$ cat config.mk
export PLATFORM = sky130hd
export DESIGN_NAME = xfifo_sc_ext_flat
export DESIGN_NICKNAME = d
export VERILOG_FILES = /design/src/rtl/xfifo_sc_ext_if.sv /design/src/rtl/xfifo_sc_ext.sv /design/src/flat_wrapper.sv
export SDC_FILE = /design/constraint.sdc
export NUM_CORES = 1
export LEC_CHECK = 0
export ABC_AREA = 1
export ABC_CLOCK_PERIOD_IN_PS = 3780
export BUFFER_PORTS_ARGS = -buffer_cell sky130_fd_sc_hd__buf_2
export CAP_MARGIN = 20
export CORE_MARGIN = 1
export CORE_UTILIZATION = 60
export DETAILED_ROUTE_END_ITERATION = 8
export PLACE_DENSITY_LB_ADDON = 0.1
export RECOVER_POWER = 25
export SYNTH_ARGS = -nofsm -noshare
export SYNTH_HDL_FRONTEND = slang
export SYNTH_SLANG_ARGS = --single-unit
$ cat constraint.sdc
create_clock -name clk -period 3.78 [get_ports clk]
set_input_delay 0.756 -clock clk [delete_from_list [all_inputs] [get_ports clk]]
set_output_delay 0.756 -clock clk [all_outputs]
set_load 0.01 [all_outputs]
$ cat src/rtl/xfifo_sc_ext_if.sv
// Handshake bundle for xfifo_sc_ext: write side, read side, flush and the
// programmable thresholds, plus all status outputs.
//   master : producer/consumer side (drives din, wr_en, rd_en, flush, thresholds)
//   slave  : FIFO side (drives dout, flags, counters, per-cycle status)
interface xfifo_sc_ext_if #(
  parameter int DATA_WIDTH = 8,
  parameter int ADDR_WIDTH = 4
);
  logic                  flush;
  logic [DATA_WIDTH-1:0] din;
  logic                  wr_en;
  logic                  full;
  logic                  almost_full;
  logic                  wr_ack;
  logic                  overflow;
  logic [ADDR_WIDTH:0]   prog_full_thresh;
  logic                  prog_full;
  logic [DATA_WIDTH-1:0] dout;
  logic                  rd_en;
  logic                  empty;
  logic                  almost_empty;
  logic                  valid;
  logic                  underflow;
  logic [ADDR_WIDTH:0]   prog_empty_thresh;
  logic                  prog_empty;
  logic [ADDR_WIDTH:0]   data_count;

  modport master (
    output flush, din, wr_en, rd_en, prog_full_thresh, prog_empty_thresh,
    input  full, almost_full, wr_ack, overflow, prog_full, dout, empty,
           almost_empty, valid, underflow, prog_empty, data_count
  );

  modport slave (
    input  flush, din, wr_en, rd_en, prog_full_thresh, prog_empty_thresh,
    output full, almost_full, wr_ack, overflow, prog_full, dout, empty,
           almost_empty, valid, underflow, prog_empty, data_count
  );
endinterface

$ cat src/rtl/xfifo_sc_ext.sv
// Common-clock FIFO with standard or first-word-fall-through read mode,
// programmable prog_full/prog_empty thresholds, almost flags, data_count and
// a synchronous flush.
//   clk : clock, rising edge
//   rst : synchronous active-high reset
//   f   : xfifo_sc_ext_if slave modport (write/read handshakes, flush,
//         thresholds, status flags, data_count)
module xfifo_sc_ext #(
  parameter int DATA_WIDTH = 8,
  parameter int ADDR_WIDTH = 4,
  parameter int FWFT       = 0
) (
  input logic           clk,
  input logic           rst,
  xfifo_sc_ext_if.slave f
);
  localparam int            DEPTH   = 1 << ADDR_WIDTH;
  localparam int            CW      = ADDR_WIDTH + 1;
  localparam logic [CW-1:0] DEPTH_C = CW'(DEPTH);
  localparam logic [CW-1:0] ONE_C   = CW'(1);

  logic [DATA_WIDTH-1:0] mem [DEPTH];
  logic [CW-1:0]         wr_ptr, rd_ptr, data_count, next_count;
  logic [DATA_WIDTH-1:0] dout_q;
  logic                  full_q, almost_full_q, prog_full_q;
  logic                  empty_q, almost_empty_q, prog_empty_q;
  logic                  valid_q, wr_ack_q, overflow_q, underflow_q;
  logic                  wr_acc, rd_acc, ram_rd, head_valid_nxt;

  assign wr_acc = f.wr_en & ~full_q & ~f.flush;
  assign rd_acc = f.rd_en & ~empty_q & ~f.flush;

  // In FWFT mode the RAM feeds a head register whenever it is empty or being
  // popped; rd_ptr only counts words that have left the RAM, so the head
  // word's RAM slot is reusable while data_count still includes it.
  assign ram_rd = (FWFT != 0) ?
                  (~f.flush & (wr_ptr != rd_ptr) & (~valid_q | rd_acc)) :
                  rd_acc;
  assign head_valid_nxt = ram_rd | (valid_q & ~rd_acc);

  always_comb begin
    next_count = data_count;
    case ({wr_acc, rd_acc})
      2'b10:   next_count = data_count + ONE_C;
      2'b01:   next_count = data_count - ONE_C;
      default: next_count = data_count;
    endcase
  end

  always_ff @(posedge clk) begin
    if (wr_acc && !rst) mem[wr_ptr[ADDR_WIDTH-1:0]] <= f.din;
  end

  always_ff @(posedge clk) begin
    if (rst || f.flush) begin
      wr_ptr         <= '0;
      rd_ptr         <= '0;
      data_count     <= '0;
      full_q         <= 1'b0;
      almost_full_q  <= 1'b0;
      prog_full_q    <= 1'b0;
      empty_q        <= 1'b1;
      almost_empty_q <= 1'b1;
      prog_empty_q   <= 1'b1;
      valid_q        <= 1'b0;
      wr_ack_q       <= 1'b0;
      overflow_q     <= 1'b0;
      underflow_q    <= 1'b0;
      // flush keeps the last read word on dout; only reset clears it
      if (rst) dout_q <= '0;
    end else begin
      if (wr_acc) wr_ptr <= wr_ptr + ONE_C;
      if (ram_rd) begin
        dout_q <= mem[rd_ptr[ADDR_WIDTH-1:0]];
        rd_ptr <= rd_ptr + ONE_C;
      end
      data_count     <= next_count;
      full_q         <= (next_count == DEPTH_C);
      almost_full_q  <= (next_count >= DEPTH_C - ONE_C);
      prog_full_q    <= (next_count >= f.prog_full_thresh);
      almost_empty_q <= (next_count <= ONE_C);
      prog_empty_q   <= (next_count <= f.prog_empty_thresh);
      wr_ack_q       <= wr_acc;
      overflow_q     <= f.wr_en & full_q;
      underflow_q    <= f.rd_en & empty_q;
      if (FWFT != 0) begin
        valid_q <= head_valid_nxt;
        empty_q <= ~head_valid_nxt;
      end else begin
        valid_q <= rd_acc;
        empty_q <= (next_count == '0);
      end
    end
  end

  assign f.dout         = dout_q;
  assign f.valid        = valid_q;
  assign f.empty        = empty_q;
  assign f.almost_empty = almost_empty_q;
  assign f.prog_empty   = prog_empty_q;
  assign f.full         = full_q;
  assign f.almost_full  = almost_full_q;
  assign f.prog_full    = prog_full_q;
  assign f.wr_ack       = wr_ack_q;
  assign f.overflow     = overflow_q;
  assign f.underflow    = underflow_q;
  assign f.data_count   = data_count;
endmodule

$ cat src/flat_wrapper.sv
// flat-port wrapper written by rule: the top's interface ports become plain ports
module xfifo_sc_ext_flat 
#(
  parameter int DATA_WIDTH = 8,
  parameter int ADDR_WIDTH = 4,
  parameter int FWFT       = 0
)
  (clk, rst, f_flush, f_din, f_wr_en, f_rd_en, f_prog_full_thresh, f_prog_empty_thresh, f_full, f_almost_full, f_wr_ack, f_overflow, f_prog_full, f_dout, f_empty, f_almost_empty, f_valid, f_underflow, f_prog_empty, f_data_count);
  xfifo_sc_ext_if #(.DATA_WIDTH(DATA_WIDTH), .ADDR_WIDTH(ADDR_WIDTH)) f_i ();
  input logic clk;
  input logic rst;
  input wire logic [$bits(f_i.flush)-1:0] f_flush;
  input wire logic [$bits(f_i.din)-1:0] f_din;
  input wire logic [$bits(f_i.wr_en)-1:0] f_wr_en;
  input wire logic [$bits(f_i.rd_en)-1:0] f_rd_en;
  input wire logic [$bits(f_i.prog_full_thresh)-1:0] f_prog_full_thresh;
  input wire logic [$bits(f_i.prog_empty_thresh)-1:0] f_prog_empty_thresh;
  output wire logic [$bits(f_i.full)-1:0] f_full;
  output wire logic [$bits(f_i.almost_full)-1:0] f_almost_full;
  output wire logic [$bits(f_i.wr_ack)-1:0] f_wr_ack;
  output wire logic [$bits(f_i.overflow)-1:0] f_overflow;
  output wire logic [$bits(f_i.prog_full)-1:0] f_prog_full;
  output wire logic [$bits(f_i.dout)-1:0] f_dout;
  output wire logic [$bits(f_i.empty)-1:0] f_empty;
  output wire logic [$bits(f_i.almost_empty)-1:0] f_almost_empty;
  output wire logic [$bits(f_i.valid)-1:0] f_valid;
  output wire logic [$bits(f_i.underflow)-1:0] f_underflow;
  output wire logic [$bits(f_i.prog_empty)-1:0] f_prog_empty;
  output wire logic [$bits(f_i.data_count)-1:0] f_data_count;
  assign f_i.flush = f_flush;
  assign f_i.din = f_din;
  assign f_i.wr_en = f_wr_en;
  assign f_i.rd_en = f_rd_en;
  assign f_i.prog_full_thresh = f_prog_full_thresh;
  assign f_i.prog_empty_thresh = f_prog_empty_thresh;
  assign f_full = f_i.full;
  assign f_almost_full = f_i.almost_full;
  assign f_wr_ack = f_i.wr_ack;
  assign f_overflow = f_i.overflow;
  assign f_prog_full = f_i.prog_full;
  assign f_dout = f_i.dout;
  assign f_empty = f_i.empty;
  assign f_almost_empty = f_i.almost_empty;
  assign f_valid = f_i.valid;
  assign f_underflow = f_i.underflow;
  assign f_prog_empty = f_i.prog_empty;
  assign f_data_count = f_i.data_count;
  xfifo_sc_ext #(.DATA_WIDTH(DATA_WIDTH), .ADDR_WIDTH(ADDR_WIDTH), .FWFT(FWFT)) u_core (.clk(clk), .rst(rst), .f(f_i));
endmodule
==> results.sh <==
export IMPL_via_count=4511
export IMPL_ys_types=40
export IMPL_setup_viol=0
export IMPL_nNetsFinal=641
export IMPL_outcome="complete, no violations"
export IMPL_cts_resized_gates=0
export IMPL_die_h_microns=107.8
export IMPL_syn_inst=554
export IMPL_hold_violations=0
export IMPL_antenna_found_initial=0
export IMPL_detail_route_antenna_nets=0
export IMPL_grt_pass1_vias=4178
export IMPL_tightest_slew_ns=0.8555
export IMPL_crit_path_end="u_core.f.prog_full$_SDFF_PP0_"
export IMPL_cts_hold_fix_buffers=0
export IMPL_areaGrowthSynthToFinish_pct=14.21
export IMPL_whs_path_depth=1
export IMPL_utilization_pct=70.49
export IMPL_power_mw=3.811
export IMPL_setup_tns_ns=0
export IMPL_peakVddDrop_uv=286.1
export IMPL_crit_arrival_ns=3.35
export IMPL_mappedNetlistArea_sq_um=6720
export IMPL_die_w_microns=107.8
export IMPL_firstDrtPassIters=5
export IMPL_max_slew_margin_pct=42.76
export IMPL_rrSetupSlack_ns=0.87
export IMPL_io_pins=46
export IMPL_final_cell_mix="136 x edfxtp_1, 94 x nor2_1, 65 x o21ai_0"
export IMPL_viasPerCell=5.959
export IMPL_rsz0062_at_grt="false"
export IMPL_p_clk_share_pct=45.2
export IMPL_crit_path_max_incr_delay_ns=0.31
export IMPL_clk_pin_slew_ns=0.06
export IMPL_start_util_pct=61.72
export IMPL_clock_latency_ns=0.53
export IMPL_syn_area_per_cell_sq_um=12.13
export IMPL_fin_crit_sh_pct=77.23
export IMPL_cp_slowest_cell="ha_1"
export IMPL_first_iter_violations=426
export IMPL_clock_skew_ns=0.004975
export IMPL_internal_power_mw=3.062
export IMPL_gp_congestion=0.9383
export IMPL_postCtsSetupBuffers=0
export IMPL_drc=0
export IMPL_num_fill_cells=726
export IMPL_period_minus_slack_ns=2.919
export IMPL_root_buffer="clkbuf_8"
export IMPL_cap_violations=0
export IMPL_rr_startpoint="u_core.f.full$_SDFF_PP0_"
export IMPL_dieArea_sq_um=11630
export IMPL_io_buffers=45
export IMPL_hp_start="u_core.rd_ptr[3]$_SDFFE_PP0N_"
export IMPL_htreeDepth=4
export IMPL_cts_sinks=163
export IMPL_seqPwrFrac_pct=51.5
export IMPL_grt_util_all_layers_pct=27.48
export IMPL_switchingPower_mw=0.7488
export IMPL_cts_tree="yes"
export IMPL_endpoint_kind="flip-flop"
export IMPL_ff2ff_path_depth=20
export IMPL_leakagePower_nw=2.792
export IMPL_grt_max_degree=65
export IMPL_n_antenna_cell=0
export IMPL_cp_startpoint="f_wr_en"
export IMPL_drive_above_1_share_pct=18.48
export IMPL_final_common_cell="edfxtp_1"
export IMPL_crit_fanout=6
export IMPL_p_per_area_nw_per_um2=496.6
export IMPL_startpoint_type="primary input"
export IMPL_dp_hpwl_mm=9.312
export IMPL_path_class="primary input to flip-flop"
export IMPL_ys_seq_area_share_pct=68.81
export IMPL_routed_wl_mm=14.93
export IMPL_numCtsBuffers=17
export IMPL_p_comb_share_pct=3.3
export IMPL_critical_path_required_ns=4.21
export IMPL_crit_path_cell_trace="buf_2, inv_1, nor2_1, inv_2, nor2_1, inv_1, ha_1, nor2_1, nor2_4, ha_1, inv_1, o21ai_1, ha_1, o21ai_0, a21o_1, nand3_2, nand2_1, nand2_1, nand2_2, nand3_2, nand2_1, inv_1"
export IMPL_rr_endpoint="u_core.f.prog_full$_SDFF_PP0_"
export IMPL_ys_seq_elements=163
export IMPL_clock_path_buffers=2
export IMPL_std_cell_rows=38
export IMPL_switching_share_pct=19.65
export IMPL_hold_path_class="flip-flop to flip-flop"
export IMPL_slew_viol_final=0
export IMPL_overflow=0
export IMPL_synth_nets=590
export IMPL_crit_top_cell="inv_1"
export IMPL_max_clock_freq_mhz=342.6
export IMPL_core_area_sq_um=10890
export IMPL_wl_per_cell_microns=19.72
export IMPL_grt_pass1_wl_mm=22.80
export IMPL_ys_warnings_count=0
## critical path: cells and delay by family
family	cells	cell delay (ns)
buf+inv	6	0.38
simple gates	10	0.89
fa+ha+maj	3	0.85
compound gates	3	0.49
## metal layers
layer | share of wire [%] | wire length (microns) | vias up | GRT usage, %
met1 | 42 | 6324 | 2158 | 38.96
met2 | 48 | 7113 | 208 | 41.21
li1 | - | - | 2117 | -
met4 | 2.2 | 323 | 0 | 9.980
met5 | 0 | 0 | - | 0
met3 | 7.8 | 1167 | 28 | 7.022
## registers in the layout (all words and copies together) (netlist names), 4 cells and up, named ones only
name,cells
u_core.mem,128
u_core.f.dout,8
u_core.f.data_count,5
u_core.rd_ptr,4
u_core.wr_ptr,4
## worst min-delay path by stage
stage	to
floorplan	flip-flop
global placement	u_core.rd_ptr[3]$_SDFFE_PP0N_
detailed placement	u_core.rd_ptr[3]$_SDFFE_PP0N_
CTS	u_core.f.overflow$_SDFF_PP0_
global route	u_core.f.valid$_SDFF_PP0_
finish	u_core.rd_ptr[3]$_SDFFE_PP0N_
## power groups by stage
stage / Clock, mW / Sequential (mW) / Combinational, mW
after floorplan: 0 / 2.00 / 0.0590
after global placement: 0 / 2.00 / 0.121
after detailed placement: 0 / 2.00 / 0.125
after CTS: 1.73 / 1.96 / 0.125
after global routing: 1.81 / 1.96 / 0.137
final: 1.72 / 1.96 / 0.125
## cell families after synthesis
group,Yosys count,synth area share (%)
flip-flops,163,68.81
AO/OA/AOI/OAI,140,12.60
AND/OR/NAND/NOR,174,12.05
adder cells (fa/ha/maj),13,2.420
XOR/XNOR,2,0.2607
buffers and inverters,62,3.854
## area by class of cell
class	instances	area [sq um]	share of cell area, %
Clock buffer	21	429.2	5.592
Tap cell	140	175.2	2.282
Multi-Input combinational cell	329	1837	23.93
Sequential cell	163	4626	60.27
Clock inverter	10	157.7	2.054
Timing Repair Buffer	57	309.0	4.027
Inverter	37	141.4	1.842
## metrics by stage
step / std cells / hold WS [ns] / area, sq um / setup slack, ns
4_1_cts: 757 / 0.4384 / 7681 / 0.8956
5_1_grt: 757 / 0.4420 / 7675 / 0.5838
6_report: 757 / 0.4439 / 7675 / 0.8608
2_1_floorplan: 554 / 0.4115 / 6720 / 0.6200
3_3_place_gp: 726 / 0.4235 / 7094 / 0.4803
3_5_place_dp: 726 / 0.4336 / 7094 / 0.3653
## synthesized netlist by cell type (all sizes together)
cell | count | area share [%]
nor4 | 1 | 0.19
a31oi | 2 | 0.19
o211ai | 8 | 0.89
o21a | 2 | 0.22
inv | 37 | 2.1
nor3 | 4 | 0.61
buf | 15 | 1.2
or2 | 1 | 0.093
clkbuf | 10 | 0.56
xor2 | 1 | 0.13
dfxtp | 27 | 8.0
o221ai | 24 | 3.1
nor2 | 97 | 5.7
and3 | 1 | 0.093
nand2 | 45 | 2.9
o22ai | 8 | 0.74
a21oi | 18 | 1.5
xnor2 | 1 | 0.13
a32o | 1 | 0.15
edfxtp | 136 | 61
a21o | 1 | 0.11
nand3b | 1 | 0.11
o21ai | 76 | 5.7
nand3 | 22 | 2.2
nand4 | 2 | 0.19
ha | 13 | 2.4
(Power assumes the default switching activity.)
